`config.mk`:
```
export PLATFORM = sky130hd
export DESIGN_NAME = mascota_fsm
export DESIGN_NICKNAME = d
export VERILOG_FILES = /design/src/rtl/mascota_pkg.sv /design/src/rtl/evento_toggle.sv /design/src/rtl/mascota_fsm.sv
export SDC_FILE = /design/constraint.sdc
export NUM_CORES = 1
export LEC_CHECK = 0
export BUFFER_PORTS_ARGS = -buffer_cell sky130_fd_sc_hd__buf_2
export CORE_UTILIZATION = 50
export CTS_BUF_LIST = sky130_fd_sc_hd__clkbuf_16
export CTS_CLUSTER_SIZE = 20
export DETAILED_ROUTE_END_ITERATION = 8
export PLACE_DENSITY = 0.7
export SLEW_MARGIN = 20
export SYNTH_ARGS = -nofsm -noshare
export SYNTH_HDL_FRONTEND = slang
export SYNTH_SLANG_ARGS = --single-unit
```
`constraint.sdc`:
```
create_clock -name clk -period 3.62 [get_ports clk]
set_clock_uncertainty 0.05 [all_clocks]
set_input_delay 0.724 -clock clk [delete_from_list [all_inputs] [get_ports clk]]
set_output_delay 0.724 -clock clk [all_outputs]
set_load 0.005 [all_outputs]
```
`src/rtl/mascota_pkg.sv`:
```
`default_nettype none
// ============================================================================
// Module      : mascota_pkg
// Description : Shared types, level limits and the saturating level update
//               helper for the virtual-pet state machine.
// Revision    : 1.0
// ============================================================================
package mascota_pkg;

    localparam int LEVEL_W = 3;
    typedef logic [LEVEL_W-1:0] level_t;

    localparam level_t MAX_LEVEL       = 3'd5;
    localparam level_t RST_ENERGIA     = 3'd5;
    localparam level_t RST_SALUD       = 3'd5;
    localparam level_t RST_ANIMO       = 3'd3;
    localparam level_t LOW_THRESHOLD   = 3'd1;
    localparam level_t HAPPY_THRESHOLD = 3'd4;

    localparam logic [1:0] INC_ENERGIA = 2'd1;
    localparam logic [1:0] INC_SALUD   = 2'd2;
    localparam logic [1:0] INC_ANIMO   = 2'd1;

    localparam logic [2:0] LAST_TEST_IDX = 3'd4;

    localparam int IN_ENERGIA  = 0;
    localparam int IN_MEDICINA = 1;
    localparam int IN_ULTRA    = 2;
    localparam int IN_FOT      = 3;
    localparam int IN_TEST     = 4;
    localparam int IN_BTEST    = 5;
    localparam int NUM_INPUTS  = 6;

    typedef enum logic [2:0] {
        NEUTRO  = 3'd0,
        FELIZ   = 3'd1,
        CANSADO = 3'd2,
        ENFERMO = 3'd3,
        DORMIDO = 3'd4
    } estado_t;

    // Decrement and increment are both applied before clamping to [0, MAX_LEVEL].
    function automatic level_t apply_delta(input level_t lvl, input logic [1:0] inc,
                                           input logic dec);
        logic [LEVEL_W:0] sum;
        sum = {1'b0, lvl} + {{(LEVEL_W-1){1'b0}}, inc};
        if (dec) begin
            if (sum == '0) begin
                sum = '0;
            end else begin
                sum = sum - {{LEVEL_W{1'b0}}, 1'b1};
            end
        end
        if (sum > {1'b0, MAX_LEVEL}) begin
            sum = {1'b0, MAX_LEVEL};
        end
        return sum[LEVEL_W-1:0];
    endfunction

endpackage
`default_nettype wire

```
`src/rtl/evento_toggle.sv`:
```
`default_nettype none
// ============================================================================
// Module      : evento_toggle
// Description : Two-flop synchronizer plus edge detector; any change of the
//               synchronized level produces a one-cycle event pulse.
// Revision    : 1.0
// ============================================================================
module evento_toggle
    import mascota_pkg::*;
(
    input  logic clk,
    input  logic async_in,
    output logic sync_level,
    output logic evento
);

    logic r_meta_q;
    logic r_sync_q;
    logic r_prev_q;
    logic w_meta_d;
    logic w_sync_d;
    logic w_prev_d;

    always_comb begin
        w_meta_d = async_in;
        w_sync_d = r_meta_q;
        w_prev_d = r_sync_q;
    end

    // No reset: the chain keeps tracking the pin so release never sees a stale edge.
    always_ff @(posedge clk) begin
        r_meta_q <= w_meta_d;
        r_sync_q <= w_sync_d;
        r_prev_q <= w_prev_d;
    end

    assign sync_level = r_sync_q;
    assign evento     = r_sync_q ^ r_prev_q;

endmodule
`default_nettype wire

```
`src/rtl/mascota_fsm.sv`:
```
`default_nettype none
// ============================================================================
// Module      : mascota_fsm
// Description : Virtual-pet controller: energy/health/mood levels with timed
//               decay, toggle-driven events, mood state and a test mode.
// Revision    : 1.0
// ============================================================================
module mascota_fsm
    import mascota_pkg::*;
#(
    parameter int TICK_CYCLES = 50000000,
    parameter int DECAY_TICKS = 5
) (
    input  logic               clk,
    input  logic               reset,
    input  logic               senal_energia,
    input  logic               senal_medicina,
    input  logic               senal_ultrasonido,
    input  logic               senal_fot,
    input  logic               senal_test_activado,
    input  logic               senal_btest,
    output logic [2:0]         estado,
    output logic [LEVEL_W-1:0] nivel_energia,
    output logic [LEVEL_W-1:0] nivel_salud,
    output logic [LEVEL_W-1:0] nivel_animo,
    output logic               modo_test,
    output logic               evento_valido
);

    localparam int TICK_W  = (TICK_CYCLES > 1) ? $clog2(TICK_CYCLES) : 1;
    localparam int DECAY_W = (DECAY_TICKS > 1) ? $clog2(DECAY_TICKS) : 1;
    localparam logic [TICK_W-1:0]  TICK_LAST  = TICK_W'(TICK_CYCLES - 1);
    localparam logic [DECAY_W-1:0] DECAY_LAST = DECAY_W'(DECAY_TICKS - 1);

    logic [NUM_INPUTS-1:0] w_raw;
    logic [NUM_INPUTS-1:0] w_sync;
    logic [NUM_INPUTS-1:0] w_evt;
    logic                  w_unused_sync;

    logic [TICK_W-1:0]  r_tick_q,  w_tick_d;
    logic [DECAY_W-1:0] r_decay_q, w_decay_d;
    level_t             r_energia_q, w_energia_d;
    level_t             r_salud_q,   w_salud_d;
    level_t             r_animo_q,   w_animo_d;
    logic [2:0]         r_test_idx_q, w_test_idx_d;
    logic               r_modo_test_q, w_modo_test_d;
    logic               r_evento_q,    w_evento_d;
    estado_t            r_estado_q,    w_estado_d;

    logic w_test_lvl;
    logic w_fot_lvl;
    logic w_decay_step;
    logic w_test_entry;
    logic w_step_ev;
    logic w_ev_e;
    logic w_ev_m;
    logic w_ev_u;
    logic w_dorm_up;

    assign w_raw[IN_ENERGIA]  = senal_energia;
    assign w_raw[IN_MEDICINA] = senal_medicina;
    assign w_raw[IN_ULTRA]    = senal_ultrasonido;
    assign w_raw[IN_FOT]      = senal_fot;
    assign w_raw[IN_TEST]     = senal_test_activado;
    assign w_raw[IN_BTEST]    = senal_btest;

    genvar gi;
    generate
        for (gi = 0; gi < NUM_INPUTS; gi++) begin : g_sync
            evento_toggle u_evento_toggle (
                .clk        (clk),
                .async_in   (w_raw[gi]),
                .sync_level (w_sync[gi]),
                .evento     (w_evt[gi])
            );
        end
    endgenerate

    assign w_unused_sync = ^{w_sync[IN_ENERGIA], w_sync[IN_MEDICINA], w_sync[IN_ULTRA],
                             w_sync[IN_BTEST], w_evt[IN_FOT], w_evt[IN_TEST]};

    assign w_test_lvl = w_sync[IN_TEST];
    assign w_fot_lvl  = w_sync[IN_FOT];

    // Time base: both counters freeze while test mode is active.
    always_comb begin
        w_tick_d     = r_tick_q;
        w_decay_d    = r_decay_q;
        w_decay_step = 1'b0;
        if (!w_test_lvl) begin
            if (r_tick_q == TICK_LAST) begin
                w_tick_d = '0;
                if (r_decay_q == DECAY_LAST) begin
                    w_decay_d    = '0;
                    w_decay_step = 1'b1;
                end else begin
                    w_decay_d = r_decay_q + DECAY_W'(1);
                end
            end else begin
                w_tick_d = r_tick_q + TICK_W'(1);
            end
        end
    end

    always_comb begin
        w_ev_e      = !w_test_lvl && w_evt[IN_ENERGIA];
        w_ev_m      = !w_test_lvl && w_evt[IN_MEDICINA];
        w_ev_u      = !w_test_lvl && w_evt[IN_ULTRA];
        w_dorm_up   = w_decay_step && (r_estado_q == DORMIDO);
        w_energia_d = apply_delta(r_energia_q,
                                  (w_ev_e ? INC_ENERGIA : 2'd0) + {1'b0, w_dorm_up},
                                  w_decay_step && !w_dorm_up);
        w_salud_d   = apply_delta(r_salud_q, w_ev_m ? INC_SALUD : 2'd0,
                                  w_decay_step && (r_energia_q == '0));
        w_animo_d   = apply_delta(r_animo_q, w_ev_u ? INC_ANIMO : 2'd0, w_decay_step);
    end

    always_comb begin
        w_test_entry  = w_test_lvl && !r_modo_test_q;
        w_step_ev     = 1'b0;
        w_test_idx_d  = r_test_idx_q;
        w_modo_test_d = w_test_lvl;
        if (w_test_entry) begin
            w_test_idx_d = '0;
        end else if (w_test_lvl && w_evt[IN_BTEST]) begin
            w_step_ev    = 1'b1;
            w_test_idx_d = (r_test_idx_q >= LAST_TEST_IDX) ? 3'd0 : r_test_idx_q + 3'd1;
        end
        w_evento_d = w_step_ev || w_ev_e || w_ev_m || w_ev_u;
    end

    // Next mood state is derived from the levels being written this edge.
    always_comb begin
        w_estado_d = NEUTRO;
        if (w_test_lvl) begin
            w_estado_d = estado_t'(w_test_idx_d);
        end else if (w_salud_d <= LOW_THRESHOLD) begin
            w_estado_d = ENFERMO;
        end else if (w_fot_lvl) begin
            w_estado_d = DORMIDO;
        end else if (w_energia_d <= LOW_THRESHOLD) begin
            w_estado_d = CANSADO;
        end else if (w_animo_d >= HAPPY_THRESHOLD) begin
            w_estado_d = FELIZ;
        end
    end

    always_ff @(posedge clk) begin
        if (!reset) begin
            r_estado_q <= NEUTRO;
        end else begin
            r_estado_q <= w_estado_d;
        end
    end

    always_ff @(posedge clk) begin
        if (!reset) begin
            r_tick_q      <= '0;
            r_decay_q     <= '0;
            r_energia_q   <= RST_ENERGIA;
            r_salud_q     <= RST_SALUD;
            r_animo_q     <= RST_ANIMO;
            r_test_idx_q  <= '0;
            r_modo_test_q <= 1'b0;
            r_evento_q    <= 1'b0;
        end else begin
            r_tick_q      <= w_tick_d;
            r_decay_q     <= w_decay_d;
            r_energia_q   <= w_energia_d;
            r_salud_q     <= w_salud_d;
            r_animo_q     <= w_animo_d;
            r_test_idx_q  <= w_test_idx_d;
            r_modo_test_q <= w_modo_test_d;
            r_evento_q    <= w_evento_d;
        end
    end

    always_comb begin
        estado        = r_estado_q;
        nivel_energia = r_energia_q;
        nivel_salud   = r_salud_q;
        nivel_animo   = r_animo_q;
        modo_test     = r_modo_test_q;
        evento_valido = r_evento_q;
    end

endmodule
`default_nettype wire

```
* Yosys cells after proc, flatten, opt, wreduce, memory -nomap -nowiden
Index checks and enable logic that the tools add are counted.
Storage, ports and cells: input port bits 8, register bits 62, output and inout port bits 14
Cells by class: bitwise logic cells 5, magnitude comparators 7, equality and inequality tests 3, multiplexer cells 27, add/sub/neg operators 10, reduce and logical (&&, ||, !) cells 19
Operators by type and width (count):
- 3-bit 2-to-1 mux | 10
- 26-bit by 1-bit adder with 26-bit output (second input constant) | 1
- 26-bit == test (second input constant) | 1
- 26-bit 2-to-1 mux | 1
- 4-bit 2-to-1 mux | 6
- 4-bit by 3-bit greater-than comparator with 1-bit output (second input constant) | 3
- 4-bit logical NOT | 3
- 4-bit by 1-bit subtractor with 4-bit output (second input constant) | 3
- 3-bit by 2-bit adder with 4-bit output | 2
- 1-bit logical AND | 8
- 1-bit 2-to-1 mux | 8
- 3-bit by 1-bit adder with 3-bit output (second input constant) | 2
- 3-bit == test (second input constant) | 2
- 3-bit greater-or-equal comparator (second input constant) | 2
- 3-bit by 1-bit less-or-equal comparator with 1-bit output (second input constant) | 2
- 3-bit by 1-bit adder with 4-bit output | 1
- 2-bit 2-to-1 mux | 2
- 1-bit XOR | 4
- 1-bit logical NOT | 3
- 3-bit logical NOT | 1
- 1-bit logical OR | 3
- 1-bit by 1-bit adder with 2-bit output | 1
- 2-bit AND reduction | 1
- 1-bit inverter | 1

* Longest topological paths before layout
Gate-level depths: netlist of the first run.
depth in word-level cells 17, depth in mapped cells 16, mapped depth without buffers 15

* Cells and area by module
From an unflattened synthesis of the first run, not the netlist that was laid out.
Second synthesis, totals: cell total of the unflattened synthesis 349, area total of the unflattened synthesis 3141.8 um2
Modules (own cells, without submodules):
- mascota_fsm | times used 1, cells an instance 325, area an instance 2728.9 um2
- evento_toggle | times used 6, cells an instance 4, area an instance 68.8 um2

* Worst setup path after synthesis of the first run
No wires, ideal clock.
path type register to register, from register r_tick_q[0], to register r_estado_q[1] (netlist: estado[1]), data arrival time 2.981 ns, buffers on the path 1, slack 0.469 ns, required time 3.450 ns, stages on the path, launching flop included 16, clock period less this slack 3.151 ns, path through dfxtp_1 ha_1 nand2_1 or3_1 buf_6 nor3_1 nand2_1 fa_1 inv_1 ha_1 xor2_1 nor3b_1 nor2_1 o41a_1 o211ai_1 a21oi_1
Between the ends: longest elaborated chain between the ends 16, elaborated cells on any way between the ends 24, those cells by class add/sub (3); order compare (4); eq/ne (1); mux (11); reduce/logical (5)
Ends and longest elaborated chain:
- start: declaration | line mascota_fsm.sv:40 | logic [TICK_W-1:0] r_tick_q, w_tick_d;
- start signal: assignment | line mascota_fsm.sv:167 | r_tick_q <= w_tick_d;
- 26-bit == test * | line mascota_fsm.sv:91 | if (r_tick_q == TICK_LAST) begin
- 1-bit 2-to-1 mux * | line mascota_fsm.sv:91
- 1-bit 2-to-1 mux * | line mascota_fsm.sv:90 | if (!w_test_lvl) begin
- 1-bit logical AND | line mascota_fsm.sv:109 | w_dorm_up = w_decay_step && (r_estado_q == DORMIDO);
- 1-bit by 1-bit adder with 2-bit output | line mascota_fsm.sv:111 | (w_ev_e ? INC_ENERGIA : 2'd0) + {1'b0, w_dorm_up},
- 3-bit by 2-bit adder with 4-bit output | line mascota_pkg.sv:46 | sum = {1'b0, lvl} + {{(LEVEL_W-1){1'b0}}, inc};
- 4-bit by 1-bit subtractor with 4-bit output / 4-bit logical NOT (equally long branches) | line mascota_pkg.sv:51, mascota_pkg.sv:48
- 4-bit 2-to-1 mux | line mascota_pkg.sv:48 | if (sum == '0) begin
- 4-bit 2-to-1 mux | line mascota_pkg.sv:47 | if (dec) begin
- 4-bit by 3-bit greater-than comparator with 1-bit output | line mascota_pkg.sv:54 | if (sum > {1'b0, MAX_LEVEL}) begin
- 3-bit 2-to-1 mux | line mascota_pkg.sv:54
- 3-bit by 1-bit less-or-equal comparator with 1-bit output | line mascota_fsm.sv:141 | end else if (w_energia_d <= LOW_THRESHOLD) begin
- 2-bit 2-to-1 mux | line mascota_fsm.sv:141
- 3-bit 2-to-1 mux | line mascota_fsm.sv:139 | end else if (w_fot_lvl) begin
- 3-bit 2-to-1 mux * | line mascota_fsm.sv:137 | end else if (w_salud_d <= LOW_THRESHOLD) begin
- 3-bit 2-to-1 mux * | line mascota_fsm.sv:135 | if (w_test_lvl) begin
- end signal: assignment | line mascota_fsm.sv:152 | r_estado_q <= w_estado_d;
- end: declaration | line mascota_fsm.sv:48 | estado_t r_estado_q, w_estado_d;
Mark *: on every way between the ends. The rest lies on a longest branch, timed or not. A chain may end at the register's enable or synchronous reset.

* Worst setup path after layout of the first run
Ends and elaborated chain as after synthesis.

==> summary.md, run 1 <==
| Metric | Value |
|---|---|
| Max Cap Violations | 0 |
| Global-route wire length before repair | 10100 µm |
| Antenna diode count | 0 |
| Chip Width | 79.5 µm |
| Root buf cell | clkbuf_16 |
| Initial Util | 53.2% |
| Total Wirelength | 6000 µm |
| Worst reg2reg endpoint | estado[1] |
| Via count | 2395 |
| Run status | finished clean |
| Setup TNS | 0 ns |
| Min Tclk post-route | 3.34 ns |
| Mean post-synth cell area | 9.06 µm² |
| FFs w/ async S/R, synth | 0% |
| DRC | 0 |
| Placed cell count | 418 |
| Area leader, netlist | dfxtp_1 |
| Hold_ws | 0.270 ns |
| Critical path data required time | 3.78 ns |
| Wirelength per Cell | 13.8 µm |
| Largest net degree at the start of global routing | 24 |
| Peak Freq | 299 MHz |
| Post-DRT Antenna Nets | 0 |
| Seq/Total Area, Yosys | 41.4% |
| Setup crit end kind | flip-flop |
| Final Max Tran Viols | 0 |
| Total die area | 6310 µm² |
| Hold Path Stages | 0 |
| Layout cell share with drive strength beyond 1 | 14.4% |
| Final worst setup slack | 0.276 ns |
| CTS sink count | 62 |
| RSZ-0062 raised after global routing | no |
| Gpl congestion | 0.909 |
| Final Hold Viols | 0 |
| Hold crit path type | reg -> reg |
| Slew HR | 45.1% |
| Max clock buf depth | 2 |
| R2R Setup Slk | 0.28 ns |
| Row count | 27 |
| Dpl hpwl | 4210 µm |
| Top-area cell type share of the netlist area | 41.4% |
| Data arrival time of the critical path | 3.51 ns |
| Largest cells by area after synthesis | dfxtp_1, ha_1, xor2_1 |
| H-tree depth | 3 |
| Worst VDD drop | 330 µV |
| Pre-Repair DR Iteration Count | 4 |
| Clk_lat worst skew | 0.33 ns |
| Post-synth net total | 357 |
| CTS tree | built |
| Cell area after synthesis | 3000 µm² |
| Vias in the first global route | 2232 |
| Post-synth cell types | 57 |
| Yosys reg bits | 62 |
| Boundary pin count | 22 |
| Gate Count Post-Synth | 331 |
| Placement Setup Slack | 0.289 ns |
| Nets@finish | 383 |
| Period utilization | 92.4% |
| Dominant synthesized flop cell | dfxtp_1 |
| Critical path fanouts, max | 4 |
| DIE HEIGHT | 79.5 µm |
| Post-synth EDFFs | 0 |
| P per Cell Area | 506 nW/µm² |
| CTS clock-pin slew for the worst setup and hold paths | 0.05 ns |
| Port Buffers | 21 |
| Finish-stage setup viols | 0 |
| Drt first-iter violations | 154 |
| Syn. warnings | 0 |
| CTS Buf Count | 9 |
| Initial antenna violation count | 0 |
| FF-to-FF path depth | 14 |
| Hold-fix buffers at CTS | 0 |
| Via density | 5.52 |
| Worst hold start | g_sync[5].u_evento_toggle.r_meta_q |
| Total grt overflow | 0 |
| LEAKAGE | 0.00137 µW |
| Overall Global Routing Usage | 21.2% |
| Non-filler instance count after layout | 434 |
| Critical R2R Launch | r_tick_q[0] |
| Core area | 5640 µm² |
| Slew @ Worst Pin | 0.816 ns |
| WHS Endpoint | g_sync[5].u_evento_toggle.sync_level |
| Synthesis-to-finish area growth | 14.9% |
| Worst setup path class | reg -> reg |
| Startpoint types | flip-flop |
## how the worst max path moves through the flow
stage	startpoint	slack, ns	to
2_1_floorplan	r_tick_q[0]	0.47	estado[1]
3_3_place_gp	r_tick_q[0]	0.43	estado[1]
3_5_place_dp	r_tick_q[0]	0.29	estado[1]
4_1_cts	r_tick_q[0]	0.24	estado[1]
5_1_grt	r_tick_q[0]	0.01	estado[1]
6_report	r_tick_q[0]	0.28	estado[1]
## worst max-delay path: stages (launching register included)
cell	delay, ns
dfxtp_1	0.37
ha_1	0.21
nand2_1	0.09
or3_1	0.38
nor3_1	0.28
nand2_1	0.12
fa_1	0.39
inv_1	0.07
ha_1	0.26
inv_1	0.10
ha_1	0.21
nor2_1	0.07
o41a_1	0.36
o211ai_1	0.20
a21oi_1	0.09
## metrics by stage
| step | area, µm² | total power, µW | utilization (%) |
|---|---|---|---|
| 2_1_floorplan | 3000 | 922 | - |
| 3_3_place_gp | 3160 | 987 | 56.1 |
| 3_5_place_dp | 3160 | 992 | 56.1 |
| 4_1_cts | 3430 | 1750 | 60.8 |
| 5_1_grt | 3450 | 1810 | 61.1 |
| 6_report | 3450 | 1740 | 61.1 |
## metal layers
layer	up-vias	part of all wire, %	GRT usage, %
met1	1140	48	26.6
li1	1199	-	-
met5	-	0	0
met2	46	46	33.3
met3	10	4.2	4.69
met4	0	1.8	11.8
## what timing repair did
item,CTS,global route
endpoints found under the hold margin,0,0
buffers inserted,0,0
resized for setup,0,3
endpoints found under the setup margin,0,3
## logic make-up (layout without fill, tap and decap cells)
group | count (synthesis) | count (layout) | share of synthesized area [%]
flops | 62 | 62 | 41.4
fa+ha+maj | 18 | 18 | 7.76
compound gates | 50 | 50 | 10.9
mux | 6 | 6 | 2.04
simple gates | 137 | 137 | 24.6
buf+inv | 25 | 56 | 3.67
xor+xnor | 33 | 33 | 9.64
## where the power goes
part	internal, µW	switching, µW	leakage, µW
clock network	456	306	0.000124
logic	102	142	0.000739
registers	715	21.8	0.000508
## cells in the final DEF (no fill, tap or decap), types with 3 or more instances in the layout
master / instances
o21ai_0: 11
nor4_1: 4
nor2b_1: 5
nor3_1: 9
nand3_1: 9
clkinvlp_4: 3
xor2_1: 22
nand2_1: 26
clkbuf_16: 9
mux2i_1: 4
xnor2_1: 10
nor2_1: 45
buf_2: 21
inv_1: 18
dfxtp_1: 62
o211ai_1: 3
a21boi_0: 3
ha_1: 17
and2_1: 5
and3_1: 5
nand4_1: 8
a21oi_1: 12
nor3b_1: 3
## area by class of cell
class | instances | area [µm²]
well taps | 72 | 90.1
clock inverters | 7 | 42.5
repair buffers | 23 | 120
inverters | 17 | 63.8
multi-input cells | 244 | 1660
flip-flops and latches | 62 | 1240
clock buffers | 9 | 225
fillers | 483 | 2190
## cells in the mapped netlist (4+ instances only)
cell type and n:
mux2i_1 5, nor2_1 45, ha_1 17, clkbuf_1 4
nand4_1 8, nor2b_1 5, nand3_1 9, xor2_1 23
nand2_1 26, dfxtp_1 62, nor3_1 9, inv_1 17
nor4_1 4, and2_1 5, nor3b_1 4, a21oi_1 12
o21ai_0 11, and3_1 5, xnor2_1 10
## flip-flops by register name, summed over array words and instances, names as in the netlist, 4 cells and up
register	flops
g_sync.u_evento_toggle.r_prev_q	4
g_sync.u_evento_toggle.sync_level	6
g_sync.u_evento_toggle.r_meta_q	6
r_tick_q	26
(Power assumes the default switching activity.)
==> inputs of run 2 (changes only) <==
--- a/config.mk
+++ b/config.mk
@@ -6,11 +6,12 @@
 export NUM_CORES = 1
 export LEC_CHECK = 0
 export BUFFER_PORTS_ARGS = -buffer_cell sky130_fd_sc_hd__buf_2
-export CORE_UTILIZATION = 50
+export CORE_UTILIZATION = 40
 export CTS_BUF_LIST = sky130_fd_sc_hd__clkbuf_16
 export CTS_CLUSTER_SIZE = 20
 export DETAILED_ROUTE_END_ITERATION = 8
-export PLACE_DENSITY = 0.7
+export PLACE_DENSITY = 0.59
+export REMOVE_ABC_BUFFERS = 1
 export SLEW_MARGIN = 20
 export SYNTH_ARGS = -nofsm -noshare
 export SYNTH_HDL_FRONTEND = slang
==> summary.md, run 2 (synthesized netlist as in run 1, its figures left out) <==
| Metric | Value |
|---|---|
| Peak Freq | 296 MHz (-1.1%) |
| Period utilization | 93.4% (+1.0 points) |
| Max clock buf depth | 2 (unchanged) |
| Setup bufs post-CTS | 0 (unchanged) |
| Slew @ Worst Pin | 0.774 ns (-0.0419 ns) |
| Worst setup path class | reg -> reg |
| CTS clock-pin slew for the worst setup and hold paths | 0.06 ns (about the same) |
| DRC | 0 (unchanged) |
| Total Wirelength | 6100 µm (+1.6%) |
| Slowest-stage cell, CP | fa_1 |
| Pre-Repair DR Iteration Count | 4 (unchanged) |
| R2R Setup Slk | 0.24 ns (-0.04 ns) |
| Critical R2R Launch | r_tick_q[0] |
| Root buf cell | clkbuf_16 |
| Worst hold start | g_sync[2].u_evento_toggle.r_meta_q |
| Max Cap Violations | 0 (unchanged) |
| Fillcell total | 719 (+49%) |
| Global-route wire length before repair | 10000 µm (-0.61%) |
| Total power | 1840 µW (+5.4%) |
| Largest net degree at the start of global routing | 24 (unchanged) |
| Core area | 7250 µm² (+29%) |
| Setup crit end kind | flip-flop |
| RSZ-0062 raised after global routing | no |
| LEAKAGE | 0.00138 µW (+0.53%) |
| Finish-stage setup viols | 0 (unchanged) |
| Max reg flops | 26 (unchanged) |
| Boundary pin count | 22 (unchanged) |
| Initial Util | 41.3% (-12 points) |
| Chip Width | 88.6 µm (+12%) |
| Sw Share | 26.5% (-0.46 points) |
| Reg with most FFs | r_tick_q |
| Worst Path Buf+Inv | 1 (-1) |
| Utilization after layout | 48.2% (-13 points) |
| Hold-fix buffers at CTS | 0 (unchanged) |
| Non-filler instance count after layout | 461 (+6.2%) |
| Slew HR | 48.3% (+3.2 points) |
| Commonest non-fill, non-tap cell in the layout | dfxtp_1 |
| Total die area | 7850 µm² (+24%) |
| Reg power frac | 40.2% (-2.1 points) |
| Total grt overflow | 0 (unchanged) |
| Dpl hpwl | 4320 µm (+2.6%) |
| Worst VDD drop | 305 µV (-7.5%) |
| Placed cell count | 445 (+6.5%) |
| CTS sink count | 62 (unchanged) |
| H-tree depth | 3 (unchanged) |
| Final Hold Viols | 0 (unchanged) |
| Critical path fanouts, max | 5 (+1) |
| Critical path depth in cells | 14 (unchanged) |
| Post-DRT Antenna Nets | 0 (unchanged) |
| Critical path cell sequence | ha_1 > nand2_1 > or3_1 > nor3_1 > nand2_1 > fa_1 > inv_1 > ha_1 > xor2_1 > nor3b_1 > nor2_1 > o41a_1 > o211ai_1 > a21oi_1 |
| Data arrival time of the critical path | 3.55 ns (+0.04 ns) |
| Synthesis-to-finish area growth | 16.6% |
| FF-to-FF path depth | 14 (unchanged) |
| CTS Buf Count | 9 (unchanged) |
| Worst reg2reg endpoint | estado[1] |
| Via density | 5.06 (-8.3%) |
| Logic pwr share | 13.5% (-0.5 points) |
| Via count | 2333 (-2.6%) |
| DIE HEIGHT | 88.6 µm (+12%) |
| Startpoint types | flip-flop |
| Antenna diode count | 0 (unchanged) |
| Hold crit path type | reg -> reg |
| Wirelength per Cell | 13.2 µm (-4.4%) |
| Layout cell share with drive strength beyond 1 | 14.1% (-0.28 points) |
| Vias in the first global route | 2151 (-3.6%) |
| Initial antenna violation count | 0 (unchanged) |
| Post-CTS Resized | 0 (unchanged) |
| Final Max Tran Viols | 0 (unchanged) |
| Critical path data required time | 3.79 ns (about the same) |
| Drt first-iter violations | 117 (-24%) |
| Min Tclk post-route | 3.38 ns (+0.0373 ns) |
| End of the critical path | estado[1] |
| Nets@finish | 383 (unchanged) |
| Setup TNS | 0 ns (unchanged) |
| Clk_lat worst skew | 0.33 ns (about the same) |
| Slowest Stage Delay on Critical Path | 0.40 ns (about the same) |
| Switching pwr | 486 µW (+3.6%) |
| P per Cell Area | 525 nW/µm² (+3.9%) |
| Most frequent cells in the layout | dfxtp_1, nor2_1, nand2_1, xor2_1, buf_2 |
| P_int | 1350 µW (+6.1%) |
| Gpl congestion | 0.877 (-3.4%) |
| Row count | 31 (+15%) |
| Clk pwr share | 46.4% (+2.7 points) |
| CTS tree | built |
| Setup crit start | r_tick_q[0] |
| Run status | finished clean |
| CP top delay family | simple AND/OR/NAND/NOR gates |
| Overall Global Routing Usage | 16.8% (-4.4 points) |
| Port Buffers | 21 (unchanged) |
## run 2: how the worst min path moves through the flow
stage | endpoint | cells after the start | slack, ns
after floorplan | g_sync[0].u_evento_toggle.sync_level | 0 | 0.26
after detailed placement | g_sync[0].u_evento_toggle.sync_level | 0 | 0.26
after global routing | g_sync[2].u_evento_toggle.sync_level | 0 | 0.28
after global placement | g_sync[3].u_evento_toggle.sync_level | 0 | 0.26
final | g_sync[2].u_evento_toggle.sync_level | 0 | 0.28
after CTS | g_sync[0].u_evento_toggle.sync_level | 0 | 0.28
## run 2: final cells by class
type / count / area (µm²) / share of cell area (%)
timing repair buffer: 23 / 120 / 3.44
sequential: 62 / 1240 / 35.5
inverter: 17 / 63.8 / 1.83
clock inverter: 7 / 73.8 / 2.11
clock buffer: 9 / 225 / 6.44
tap: 99 / 124 / 3.54
multi-input combinational: 244 / 1650 / 47.1
## run 2: worst reg2reg max path, delay by kind of cell (launching register included)
family / cells / cell delay [ns]
and+or+nand+nor: 6 / 1.25
adders and majority gates: 3 / 0.76
AOI/OAI and AO/OA: 3 / 0.64
DFF: 1 / 0.37
xor gates and xnor gates: 1 / 0.13
buffers and inverters: 1 / 0.07
## run 2: stage by stage
stage                     hold slack [ns]  cell area (µm²)  setup slack [ns]
after floorplan                     0.260             2950             0.434
after global placement              0.260             3200             0.429
after detailed placement            0.263             3200             0.269
after CTS                           0.275             3500             0.257
after global routing                0.284             3500           0.00328
final                               0.276             3500             0.239
## run 2: per-layer routing
| layer | track usage (%) | wire length [µm] | up-vias |
|---|---|---|---|
| met5 | 0 | 0 | - |
| met4 | 7.04 | 42 | 0 |
| met3 | 4.48 | 218 | 2 |
| met2 | 25.5 | 2810 | 47 |
| met1 | 22.4 | 3030 | 1084 |
| li1 | - | - | 1200 |
## run 2: power groups by stage
stage               Clock, µW  Sequential, µW  Combinational [µW]
floorplan                   0             752                 167
CTS                       873             738                 243
global route              899             742                 277
detailed placement          0             753                 242
global placement            0             751                 237
finish                    852             738                 247
==> inputs of run 3 (changes only) <==
--- a/config.mk
+++ b/config.mk
@@ -5,10 +5,10 @@
 export SDC_FILE = /design/constraint.sdc
 export NUM_CORES = 1
 export LEC_CHECK = 0
+export ABC_AREA = 1
 export BUFFER_PORTS_ARGS = -buffer_cell sky130_fd_sc_hd__buf_2
 export CORE_UTILIZATION = 40
 export CTS_BUF_LIST = sky130_fd_sc_hd__clkbuf_16
-export CTS_CLUSTER_SIZE = 20
 export DETAILED_ROUTE_END_ITERATION = 8
 export PLACE_DENSITY = 0.59
 export REMOVE_ABC_BUFFERS = 1
==> summary.md, run 3 <==
| Metric | Value |
|---|---|
| DIE HEIGHT | 91.6 µm (+3.4%) |
| Via density | 4.73 (-6.4%) |
| Synthesis-to-finish area growth | 16.2% |
| Initial Util | 41.6% (+0.22 points) |
| CTS sink count | 62 (unchanged) |
| Gpl congestion | 0.911 (+3.9%) |
| Drt first-iter violations | 137 (+17%) |
| Boundary pin count | 22 (unchanged) |
| Cell area after synthesis | 3210 µm² (+7.1%) |
| Largest net degree at the start of global routing | 19 (-21%) |
| Core area | 7730 µm² (+6.5%) |
| Commonest non-fill, non-tap cell in the layout | nand2_1 |
| Total die area | 8390 µm² (+6.9%) |
| Critical path data required time | 3.79 ns (about the same) |
| Most frequent cells in the layout | nand2_1, inv_1, dfxtp_1, nor2_1, nand3_1 |
| Reg with most FFs | r_tick_q |
| Via count | 2680 (+15%) |
| Row count | 32 (+3.2%) |
| Global-route wire length before repair | 11800 µm (+18%) |
| Critical R2R Launch | r_tick_q[18] |
| Worst VDD drop | 296 µV (-3.1%) |
| Layout cell share with drive strength beyond 1 | 16.8% (+2.7 points) |
| CTS Buf Count | 9 (unchanged) |
| Critical path fanouts, max | 4 (-1) |
| Max clock buf depth | 2 (unchanged) |
| Wirelength per Cell | 12.1 µm (-8.6%) |
| Total grt overflow | 0 (unchanged) |
| Final Hold Viols | 0 (unchanged) |
| Dominant synthesized flop cell | dfxtp_1 |
| Largest cells by area after synthesis | dfxtp_1, nand2_1, inv_1 |
| Total Wirelength | 6840 µm (+12%) |
| Compound-Gate Fraction of Synth Area | 10.7% (-0.22 points) |
| Adder-cell share of the synthesized area | 7.25% (-0.51 points) |
| H-tree depth | 3 (unchanged) |
| FF-to-FF path depth | 21 (+7) |
| FFs w/ async S/R, synth | 0% (unchanged) |
| Mux cell area share after synthesis | 0% (-2.0 points) |
| Min Tclk post-route | 3.25 ns (-0.134 ns) |
| Overall Global Routing Usage | 18.0% (+1.3 points) |
| LEAKAGE | 0.00163 µW (+18%) |
| Slew @ Worst Pin | 0.532 ns (-0.241 ns) |
| Top-area cell type share of the netlist area | 38.6% (-2.7 points) |
| Chip Width | 91.6 µm (+3.4%) |
| Slew HR | 64.5% (+16 points) |
| Post-synthesis simple-gate area fraction | 31.2% (+6.6 points) |
| Hold crit path type | reg -> reg |
| Vias in the first global route | 2573 (+20%) |
| Synth cell count leaders | nand2_1, dfxtp_1, inv_1 |
| Total power | 1730 µW (-6.0%) |
| Worst setup path class | reg -> reg |
| Worst hold start | g_sync[5].u_evento_toggle.r_meta_q |
| Xor/xnor cell area share of the yosys netlist | 3.27% (-6.4 points) |
| Area leader, netlist | dfxtp_1 |
| Max reg flops | 26 (unchanged) |
| Main combinational cell family by area after synthesis | simple AND/OR/NAND/NOR gates |
| Data arrival time of the critical path | 3.42 ns (-0.13 ns) |
| Hold Path Stages | 0 (unchanged) |
| Port Buffers | 21 (unchanged) |
| Hold_ws | 0.275 ns (-0.000301 ns) |
| Pre-Repair DR Iteration Count | 4 (unchanged) |
| Setup crit end kind | flip-flop |
| CTS clock-pin slew for the worst setup and hold paths | 0.06 ns (about the same) |
| Gate Count Post-Synth | 430 (+30%) |
| Initial antenna violation count | 0 (unchanged) |
| Dpl hpwl | 4990 µm (+16%) |
| CTS tree | built |
| Startpoint types | flip-flop |
| Final Max Tran Viols | 0 (unchanged) |
| Most frequent cell after synthesis | nand2_1 |
| Period utilization | 89.7% (-3.7 points) |
| P per Cell Area | 463 nW/µm² (-12%) |
| Clk_lat worst skew | 0.33 ns (about the same) |
| Nets@finish | 485 (+27%) |
| Setup crit start | r_tick_q[18] |
| Root buf cell | clkbuf_16 |
| Seq/Total Area, Yosys | 38.6% (-2.7 points) |
| Finish-stage setup viols | 0 (unchanged) |
| Max Cap Violations | 0 (unchanged) |
| Mean post-synth cell area | 7.47 µm² (-18%) |
| DRC | 0 (unchanged) |
| Antenna diode count | 0 (unchanged) |
| Run status | finished clean |
| Peak Freq | 308 MHz (+4.1%) |
| Post-DRT Antenna Nets | 0 (unchanged) |
| Yosys reg bits | 62 (unchanged) |
| Post-synth EDFFs | 0 (unchanged) |
| Syn. warnings | 0 (unchanged) |
| Post-synth cell types | 36 (-37%) |
-- run 3: cell count changes after synthesis, sizes merged, moves of 10 or more --
cell,delta
inv,+53
nand2,+51
xor2,-15
nand3,+16
nor3,+10
a21oi,+12
nor2,+20
-- run 3: metal layers --
layer  track usage, %  up-vias  wire (µm)
li1                 -     1447          -
met1             24.4     1196       3610
met2             27.5       27       2920
met3             4.86       10        218
met4             6.48        0         98
met5                0        -          0
-- run 3: logic make-up after synthesis --
group	after synthesis
flip-flops	62
AO/OA/AOI/OAI	61
adder cells (fa/ha/maj)	18
AND/OR/NAND/NOR	201
buffers and inverters	76
XOR/XNOR	12
-- run 3: worst paths after layout --
check / to / slack, ns
hold reg to reg: g_sync[5].u_evento_toggle.sync_level / 0.28
setup reg to reg: estado[0] / 0.37
hold / removal: g_sync[5].u_evento_toggle.sync_level / 0.28
setup / recovery: estado[0] / 0.37
-- run 3: critical path: stages (launching register included) --
cell     delay (ns)
dfxtp_1        0.32
inv_1          0.09
nand2_1        0.08
nor3_1         0.13
nand3_1        0.11
nor4_2         0.15
nand2_1        0.07
or4_1          0.42
fa_1           0.40
inv_1          0.07
ha_1           0.23
inv_1          0.10
ha_1           0.15
nand2_1        0.09
nor2_4         0.13
nor2_1         0.07
nand4_1        0.08
nand2_1        0.10
nor2_4         0.11
nand2_1        0.06
nand2_1        0.08
a21oi_2        0.05
-- run 3: report_power, final --
| part | leakage [µW] | internal, µW | switching, µW | total, µW |
|---|---|---|---|---|
| clock | 0.000133 | 469 | 336 | 805 |
| sequential | 0.000508 | 712 | 18.1 | 730 |
| combinational | 0.000989 | 71.2 | 121 | 193 |
| total | 0.00163 | 1250 | 475 | 1730 |
-- run 3: metrics by stage --
stage / utilization [%] / TNS (ns) / cell area (µm²) / instances / worst slack [ns]
CTS: 48.1 / 0 / 3720 / 566 / 0.276
global route: 48.3 / -0.000511 / 3730 / 566 / -0.000511
finish: 48.3 / 0 / 3730 / 566 / 0.373
global placement: 44.5 / 0 / 3440 / 550 / 0.407
floorplan: - / 0 / 3190 / 425 / 0.572
detailed placement: 44.5 / 0 / 3440 / 550 / 0.343
-- run 3: cell type report --
type	count	area, µm²
Fill cell	743	3990
Multi-Input combinational cell	292	1700
Sequential cell	62	1240
Inverter	71	268
Clock buffer	9	225
Tap cell	102	128
Timing Repair Buffer	23	120
Clock inverter	7	55.1
-- run 3: what timing repair did --
item	4_1_cts	5_1_grt
setup endpoints to repair	0	3
setup buffers	0	0
hold buffers	0	0
resized for setup	0	3
